==> config.mk <==
export PLATFORM = sky130hd
export DESIGN_NAME = fetch_queue
export DESIGN_NICKNAME = d
export VERILOG_FILES = /design/src/rtl/fetch_queue.sv
export SDC_FILE = /design/constraint.sdc
export NUM_CORES = 1
export LEC_CHECK = 0
export CORE_AREA = 2 2 159 161
export CTS_CLUSTER_SIZE = 20
export DETAILED_ROUTE_END_ITERATION = 8
export DIE_AREA = 0 0 161 163
export GPL_ROUTABILITY_DRIVEN = 0
export GPL_TIMING_DRIVEN = 0
export PLACE_DENSITY = 0.89
export SETUP_SLACK_MARGIN = 0.4
export SLEW_MARGIN = 40
export SYNTH_ARGS = -nofsm -noshare
export SYNTH_HDL_FRONTEND = slang
export SYNTH_SLANG_ARGS = --single-unit
==> constraint.sdc <==
create_clock -name clk -period 3.9 [get_ports clk]
set_input_delay 0.39 -clock clk [delete_from_list [all_inputs] [get_ports clk]]
set_output_delay 0.39 -clock clk [all_outputs]
set_load 0.005 [all_outputs]
==> src/rtl/fetch_queue.sv <==
// fetch_queue
//   Instruction fetch front end with a small in-order queue. Instructions are
//   fetched from a combinational instruction memory at fetch_pc. Each one is
//   captured together with its address into a DEPTH-entry circular buffer.
//   The head of that buffer is presented to decode.
//   A redirect flushes the queue and restarts fetch at a new target.
//
// Ports
//   clk             sole clock, rising edge
//   reset           synchronous active-high reset
//   imem_addr       fetch address to instruction memory (fetch_pc)
//   imem_data       instruction at imem_addr, same cycle
//   out_valid       head entry valid (count != 0)
//   out_ready       decode consumes head when out_valid is high
//   out_instr       head instruction (registered)
//   out_pc          head instruction address (registered)
//   redirect_valid  flush queue and restart fetch at the target
//   redirect_rel    0: absolute target, 1: base + signed word offset
//   redirect_base   absolute target, or base PC for a relative redirect
//   redirect_off    signed word offset for relative redirects
//   count           queue occupancy
//   align_err       sticky: an absolute redirect target was not word aligned
module fetch_queue #(
  parameter int ADDR_W  = 32,
  parameter int INSTR_W = 32,
  parameter int DEPTH   = 4,
  parameter int OFF_W   = 26,
  parameter logic [ADDR_W-1:0] RESET_PC = '0
) (
  input  logic                         clk,
  input  logic                         reset,
  output logic [ADDR_W-1:0]            imem_addr,
  input  logic [INSTR_W-1:0]           imem_data,
  output logic                         out_valid,
  input  logic                         out_ready,
  output logic [INSTR_W-1:0]           out_instr,
  output logic [ADDR_W-1:0]            out_pc,
  input  logic                         redirect_valid,
  input  logic                         redirect_rel,
  input  logic [ADDR_W-1:0]            redirect_base,
  input  logic [OFF_W-1:0]             redirect_off,
  output logic [$clog2(DEPTH+1)-1:0]   count,
  output logic                         align_err
);

  localparam int PTR_W = $clog2(DEPTH);
  localparam int CNT_W = $clog2(DEPTH+1);

  logic [ADDR_W-1:0]  fetch_pc;
  logic [PTR_W-1:0]   head;
  logic [PTR_W-1:0]   tail;
  logic [CNT_W-1:0]   occ;

  logic [INSTR_W-1:0] instr_q [DEPTH];
  logic [ADDR_W-1:0]  pc_q    [DEPTH];

  logic               full;
  logic               do_pop;
  logic               do_push;
  logic               misaligned_abs;
  logic [ADDR_W-1:0]  off_ext;
  logic [ADDR_W-1:0]  target_abs;
  logic [ADDR_W-1:0]  target_rel;
  logic [ADDR_W-1:0]  target;

  // Offset is a signed word count; the size cast sign-extends it to the
  // address width before scaling to bytes. The sum wraps modulo 2^ADDR_W.
  assign off_ext    = ADDR_W'(signed'(redirect_off));
  assign target_rel = redirect_base + (off_ext << 2);
  assign target_abs = {redirect_base[ADDR_W-1:2], 2'b00};
  assign target     = redirect_rel ? target_rel : target_abs;

  assign misaligned_abs = !redirect_rel && (redirect_base[1:0] != 2'b00);

  assign full      = (occ == CNT_W'(DEPTH));
  assign out_valid = (occ != '0);
  assign do_pop    = out_valid && out_ready;
  // A full queue still accepts a fetch when the head leaves in the same cycle.
  assign do_push   = !redirect_valid && (!full || do_pop);

  assign imem_addr = fetch_pc;
  assign out_instr = instr_q[head];
  assign out_pc    = pc_q[head];
  assign count     = occ;

  always_ff @(posedge clk) begin
    if (reset) begin
      fetch_pc  <= RESET_PC;
      head      <= '0;
      tail      <= '0;
      occ       <= '0;
      align_err <= 1'b0;
    end else if (redirect_valid) begin
      // Flush: discard every entry, including one decode may be taking now.
      fetch_pc <= target;
      head     <= '0;
      tail     <= '0;
      occ      <= '0;
      if (misaligned_abs) begin
        align_err <= 1'b1;
      end
    end else begin
      if (do_push) begin
        tail     <= tail + PTR_W'(1);
        fetch_pc <= fetch_pc + ADDR_W'(4);
      end
      if (do_pop) begin
        head <= head + PTR_W'(1);
      end
      case ({do_push, do_pop})
        2'b10:   occ <= occ + CNT_W'(1);
        2'b01:   occ <= occ - CNT_W'(1);
        default: occ <= occ;
      endcase
    end
  end

  // Storage carries no reset; entries are only observed while counted valid.
  always_ff @(posedge clk) begin
    if (!reset && do_push) begin
      instr_q[tail] <= imem_data;
      pc_q[tail]    <= fetch_pc;
    end
  end

endmodule

Word-level counts from Yosys, hierarchy flattened. Memory sizes are Yosys's and may differ from the RTL's. A register that Yosys moved wholly into a read port is not among the register bits. Index checks and enable logic that the tools add are counted.

Multiplexer cells: 10. Equality and inequality tests: 3. Add/sub/neg operators: 6. Reduce and logical (&&, ||, !) cells: 15.

Operator list (count): 32-bit two-way mux (3); 32-bit by 3-bit adder with 32-bit output (second input constant) (1); 32-bit adder (1); 2-bit two-way mux (4); 3-bit one-hot mux with 2 select lines (1); 2-bit nonzero test (3); 2-bit by 1-bit adder with 2-bit output (second input constant) (2); 1-bit logical AND (4); 1-bit zero test (4); 3-bit by 1-bit adder with 3-bit output (second input constant) (1); 3-bit == test (second input constant) (1); 3-bit nonzero test (1); 3-bit by 1-bit subtractor with 3-bit output (second input constant) (1); 2-bit by 1-bit == test with 1-bit output (second input constant) (1); 2-bit == test (second input constant) (1); 1-bit two-way mux (2); 2-bit AND reduction (1); 2-bit OR reduction (1); 1-bit logical OR (1).

RAM bits: 256. Output and inout bits: 101. Word-level logic and storage cells: 41. Register bits after elaboration: 40. Memories: 2. Input bits: 95.

Memory list: instr_q (depth 4, bits a word 32, rd ports 1, clocked after memory_dff 1, wr ports 1, RTL line 54) `logic [INSTR_W-1:0] instr_q [DEPTH];`; pc_q (depth 4, bits a word 32, rd ports 1, clocked after memory_dff 1, wr ports 1, RTL line 55) `logic [ADDR_W-1:0] pc_q [DEPTH];`.

Logic depth before layout (Yosys ltp). Gate-level depths: netlist of the first run.

Depth in word-level cells: 7. Gate-level depth with buffers: 11. Mapped depth without buffers: 11.

Worst setup path after synthesis of the first run. Ideal clock, no wire load.

Path type: input to register. From: in redirect_base[2]. To: reg fetch_pc[30], in the netlist imem_addr[30]. Library setup time: 124 ps. Data arrival time: 2771 ps. Data required time: 3776 ps. Slack: 1005 ps. Buffers on the path: 0. Cell stages on the path: 11. Cells stage by stage: ha_1 fa_1 a21o_1 a221oi_2 a211oi_2 o311ai_2 o31ai_2 a211o_1 a21oi_1 xor2_1 o22ai_1.

Longest elaborated chain between the ends: 3.

Ends and longest elaborated chain: from (decl) (RTL line 40) `input logic [ADDR_W-1:0] redirect_base,`; 32-bit adder (RTL line 69) `assign target_rel = redirect_base + (off_ext << 2);`; 32-bit two-way mux (RTL line 71) `assign target = redirect_rel ? target_rel : target_abs;`; 32-bit two-way mux (RTL line 93) `end else if (redirect_valid) begin`; to (signal assigned) (RTL line 95) `fetch_pc <= target;`; to (signal assigned) (RTL line 105) `fetch_pc <= fetch_pc + ADDR_W'(4);`; to (decl) (RTL line 49) `logic [ADDR_W-1:0] fetch_pc;`.

Every way passes these cells. A chain may end at the register's enable or synchronous reset.

==> flow_metrics.tcl, run 1 <==
set metrics [dict create \
    final_hold_viol_count 0 \
    nets 1197 \
    synth_fp_nets 969 \
    max_stage_delay_ns 0.58 \
    maxCapViolCount 0 \
    fillers 1690 \
    cts_max_level 1 \
    wl_per_cell_um 20.9 \
    fin_area_mm2 0.0167 \
    grt_pass1_vias 8226 \
    status "completed" \
    worstSetupPathType "reg2out" \
    layout_commonest_cell "edfxtp_1" \
    ys_types 69 \
    postPlaceCellArea_mm2 0.0157 \
    period_share_pct 84.5 \
    yosys.area.top_type_share_pct 58.1 \
    cts_tree "built" \
    num_rows 58 \
    cp-start-kind "flop" \
    cp.arrival_ns 2.90 \
    die_area_mm2 0.0262 \
    ir_worst_vdd_mv 0.379 \
    rsz0062_at_grt "no" \
    clock_sinks 298 \
    root_buffer "clkbuf_16" \
    synthCells 837 \
    grt_pass1_wl_mm 45.4 \
    path_cells "clkbuf_1 > clkbuf_1 > mux4_2 > clkdlybuf4s50_1" \
    drc 0 \
    syn_area_mm2 0.0132 \
    antenna_found_initial 0 \
    ant_nets 0 \
    report.final.slew_viol_count 0 \
    layout_common_cells "256 x edfxtp_1, 194 x clkdlybuf4s50_1, 64 x mux4_2, 55 x nor2_1, 42 x dfxtp_1" \
    port_buffers 194 \
    synth_edf_count 256 \
    io-pin-count 196 \
    clkTransAtPathRegs_ns 0.07 \
    final_core_util_pct 67.7 \
    place_hpwl_mm 20.3 \
    end_kind "output pin" \
    hold_class "in2reg" \
    grt_max_degree 36 \
    tightest_slew_ns 0.865 \
    p_per_area_mw_per_mm2 443 \
    fin_skew_ns 0.0127 \
    ys_seq_elements 298 \
    hold_slack_ns 0.449 \
    synthFlopType "edfxtp_1" \
    routed_via_density 5.78 \
    finalWorstSetupSlack_ns 0.606 \
    place_worst_setup_slack_ns 0.133 \
    yosysTopAreaCell "edfxtp_1" \
    dr_total_vias 8187 \
    n_antenna_cell 0 \
    start_util_pct 53.6 \
    drive_above_1_share_pct 14.3 \
    hold_buffers 0 \
    leakagePower_uw 0.00565 \
    totalWireLength_mm 29.6 \
    overflow 0 \
    cts_setup_buffers 0 \
    drtIter0Drc 817 \
    cp.required_ns 3.51 \
    fmax_mhz 304 \
    synth.avg_cell_area_um2 15.8 \
    core_area_mm2 0.0247 \
    ys_top_cells_by_area "edfxtp_1 58%, mux4_2 11%, dfxtp_1 6.4%" \
    finalCriticalPeriod_ns 3.29 \
    grt_use_total_pct 22.4 \
    slew_headroom_pct 41.9 \
    cp_common_cell "clkbuf_1" \
    critical_path_buf_inv_count 3 \
    clock_latency_ns 0.54 \
    async_reset_ff_share_pct 0 \
    die_w_um 161 \
    cp_slowest_cell "clkbuf_1" \
    path_delay_family "buffers and inverters" \
    synth_warnings 0 \
    cp_max_fo 10 \
    syn_to_final_growth_pct 26.3 \
    cts_buffer_depth 3 \
    setup_viol_count_final 0 \
    cts-buffers-inserted 28 \
    dieHeight_um 163 \
    drt-pass1-iter-count 5 \
    seq_area_frac_synth_pct 64.4 \
]
## worst reg2reg max path, stage by stage (launching register included)
cell and delay, ns:
dfxtp_1 0.52, and3_1 0.21, clkbuf_1 0.28, nor2b_1 0.19, nand4_1 0.26, nor4_1 0.60, nand2_1 0.15, xor2_1 0.17
o21ai_0 0.08, and2_1 0.15, or3b_1 0.36
## final timing paths
kind,to,depth (start not counted),slack (ns),startpoint
max,out_pc[4],4,0.61,flop
min reg2reg,tail[1],2,0.50,tail[1]
max reg2reg,imem_addr[29],10,0.82,imem_addr[9]
min,imem_addr[1],4,0.45,redirect_rel
## final cells by class
class                   instances  area, um2  area share [%]
inverters                       9       33.8           0.202
flip-flops and latches        298       8530            51.0
repair buffers                198       2020            12.1
well taps                     330        413            2.47
clock buffers                  29        726            4.34
clock inverters                23        282            1.68
plain buffers                  37        210            1.26
multi-input cells             493       4500            26.9
## synthesized netlist by cell type (all sizes together), types with 4 or more instances
library cell and instances:
mux4 64, xor2 19, inv 9, a21oi 36, o21ai 26, xnor2 34
nand3 18, ha 35, a211oi 27, nor2 55, nor3 7, buf 10
dfxtp 42, a21o 15, nand4 10, mux2i 22, o31ai 5, and4 5
and2 5, and3 13, edfxtp 256, a31oi 4, nand2 41, clkbuf 26
nand2b 7
## state kept, by name (all words and copies together), names as in the netlist, named ones only
signal / cells
instr_q: 128
pc_q: 128
imem_addr: 32
count: 3
head: 2
tail: 2
align_err: 1
## per-stage QoR
stage	total power, uW	TNS, ns	std cells
6_report	7400	0	1417
5_1_grt	7640	0	1417
4_1_cts	7440	0	1417
3_5_place_dp	4540	0	1365
3_3_place_gp	4500	-191.40	1361
2_1_floorplan	4130	0	837
## metal layers
metal	global-route usage [%]	part of all wire, %
met1	29.1	41
met2	39.8	50
met3	3.51	6.4
met4	5.76	2.0
met5	0	0
## cells by family (layout without fill, tap and decap cells)
kind of cell | after synthesis | in the layout | share of synthesized area [%]
AND/OR/NAND/NOR | 184 | 184 | 7.12
XOR/XNOR | 53 | 53 | 3.51
adder cells (fa/ha/maj) | 37 | 37 | 3.61
multiplexers | 86 | 86 | 12.6
AO/OA/AOI/OAI | 133 | 133 | 7.03
flip-flops | 298 | 298 | 64.4
buffers and inverters | 46 | 296 | 1.73
## report_power, final
group,switching (uW),internal (uW),total (uW)
clock network,1170,1750,2930
registers,91.0,3570,3660
logic,375,442,816
## repair_timing
item | in CTS | in global routing
gates resized for setup | 2 | 2
pin swaps | 0 | 0
setup endpoints to repair | 10 | 23
No activity file was read; power rests on OpenSTA's default activity.
==> inputs of run 2 (changes only) <==
--- a/config.mk
+++ b/config.mk
@@ -5,13 +5,13 @@
 export SDC_FILE = /design/constraint.sdc
 export NUM_CORES = 1
 export LEC_CHECK = 0
-export CORE_AREA = 2 2 159 161
+export CORE_AREA = 2 2 168 170
 export CTS_CLUSTER_SIZE = 20
 export DETAILED_ROUTE_END_ITERATION = 8
-export DIE_AREA = 0 0 161 163
+export DIE_AREA = 0 0 170 172
 export GPL_ROUTABILITY_DRIVEN = 0
 export GPL_TIMING_DRIVEN = 0
-export PLACE_DENSITY = 0.89
+export PLACE_DENSITY = 0.84
 export SETUP_SLACK_MARGIN = 0.4
 export SLEW_MARGIN = 40
 export SYNTH_ARGS = -nofsm -noshare
==> constraint.sdc (replaced) <==
create_clock -name clk -period 2.7 [get_ports clk]
set_input_delay 0.27 -clock clk [delete_from_list [all_inputs] [get_ports clk]]
set_output_delay 0.27 -clock clk [all_outputs]
set_load 0.005 [all_outputs]
==> run 2 against run 1 <==
Net effect:
- count of clock-buffer cells in the layout is 4 higher
- setup slack worse by 0.38 ns
- combinational power up 65%
- non-clock buffer count up 76
- hold slack worse by 0.35 ns
- sequential power grew 44%
- cell area up 6.5%
- die area is 11% higher
- power rose by 47%
- core utilization down 3.0 points
- global-route usage decreased by 1.3 points
- critical path type is now in2reg
- critical endpoint is now imem_addr[24]
==> flow_metrics.tcl, run 2 (synthesis results as in run 1) <==
set metrics [dict create \
    p_per_area_mw_per_mm2 613 \
    die_w_um 170 \
    fin_skew_ns 0.0122 \
    grt_use_total_pct 21.1 \
    wl_per_cell_um 20.9 \
    nets 1273 \
    n_antenna_cell 0 \
    cp.arrival_ns 2.86 \
    tightest_slew_ns 0.800 \
    place_hpwl_mm 20.5 \
    final_hold_viol_count 0 \
    end_kind "flop" \
    cts-buffers-inserted 28 \
    fmax_mhz 404 \
    layout_commonest_cell "edfxtp_1" \
    cp_max_fo 3 \
    finalCriticalPeriod_ns 2.48 \
    leakagePower_uw 0.00625 \
    core_area_mm2 0.0275 \
    io-pin-count 196 \
    routed_via_density 5.68 \
    ir_worst_vdd_mv 0.464 \
    status "completed" \
    syn_to_final_growth_pct 34.4 \
    clkTransAtPathRegs_ns 0.07 \
    place_worst_setup_slack_ns -0.927 \
    clock_latency_ns 0.53 \
    cp-start-kind "primary input" \
    start_util_pct 48.2 \
    grt_pass1_wl_mm 47.3 \
    root_buffer "clkbuf_16" \
    finalWorstSetupSlack_ns 0.222 \
    setup_viol_count_final 0 \
    grt_pass1_vias 8570 \
    worstSetupPathType "in2reg" \
    grt_max_degree 36 \
    dieHeight_um 172 \
    final_core_util_pct 64.7 \
    slew_headroom_pct 46.7 \
    drive_above_1_share_pct 30.8 \
    period_share_pct 91.8 \
    port_buffers 194 \
    die_area_mm2 0.0292 \
    cts_max_level 1 \
    totalWireLength_mm 31.5 \
    drtIter0Drc 698 \
    postPlaceCellArea_mm2 0.0158 \
    cts_buffer_depth 3 \
    drc 0 \
    hold_buffers 0 \
    rsz0062_at_grt "yes" \
    maxCapViolCount 0 \
    p_total_uw 10900 \
    layout_common_cells "256 x edfxtp_1, 108 x clkdlybuf4s50_1, 64 x mux4_2, 61 x buf_4, 52 x nor2_1" \
    cp.required_ns 3.08 \
    hold_class "in2reg" \
    ant_nets 0 \
    fin_area_mm2 0.0178 \
    report.final.slew_viol_count 0 \
    num_rows 61 \
    dr_total_vias 8565 \
    cts_tree "built" \
    hold_slack_ns 0.104 \
    antenna_found_initial 0 \
    drt-pass1-iter-count 5 \
    clock_sinks 298 \
    overflow 0 \
]
## run 2: changes by cell type in the layout (fill, tap and decap cells not counted), sizes merged
cell / change
buf: +121
bufinv: +1
clkbuf: +18
clkdlybuf4s15: +7
clkdlybuf4s50: -86
clkinv: -4
dlygate4sd2: +20
inv: -1
## run 2: timing repair
item	in CTS	in global routing
endpoints found under the setup margin	86	57
pin swaps	37	16
resized for setup	331	77
buffers inserted	55	16
gates cloned	4	1
## run 2: worst max-delay path, stage by stage
cell and delay (ns):
buf_6 0.10, ha_4 0.16, fa_2 0.35, a21o_1 0.21, a221oi_4 0.31, a211oi_4 0.14
o311ai_4 0.42, o21ai_0 0.13, a21oi_1 0.21, xnor2_1 0.08, mux2i_1 0.32, a211oi_2 0.15
## run 2: final cells by class
class / instances / area [um2]
Clock inverter: 19 / 282
Buffer: 37 / 373
Sequential cell: 298 / 8570
Timing Repair Buffer: 274 / 2490
Fill cell: 1913 / 9690
Inverter: 9 / 33.8
Clock buffer: 33 / 741
Multi-Input combinational cell: 493 / 4860
Tap cell: 346 / 433
## run 2: through the flow
step / std cells / TNS (ns)
2_1_floorplan: 837 / -0.0252
3_3_place_gp: 1377 / -174.51
3_5_place_dp: 1381 / -21.45
4_1_cts: 1492 / 0
5_1_grt: 1509 / 0
6_report: 1509 / 0
## run 2: final timing paths
path	startpoint	end	slack, ns	cells past startpoint
min reg2reg	align_err	align_err	0.48	2
max reg2reg	count[0]	count[2]	0.33	9
max	redirect_off[0]	imem_addr[24]	0.22	12
min	redirect_base[2]	imem_addr[2]	0.10	3
## run 2: report_power, final
group	leakage [uW]	internal, uW	switching, uW
clock network	0.000485	2630	1650
registers	0.00270	5150	116
logic	0.00307	716	631
## run 2: routing by layer
metal	up-vias	wire length, um	GRT usage [%]
li1	3929	-	-
met1	4273	12900	26.9
met2	313	15800	37.5
met3	50	2100	3.73
met4	0	688	5.54
met5	-	0	0
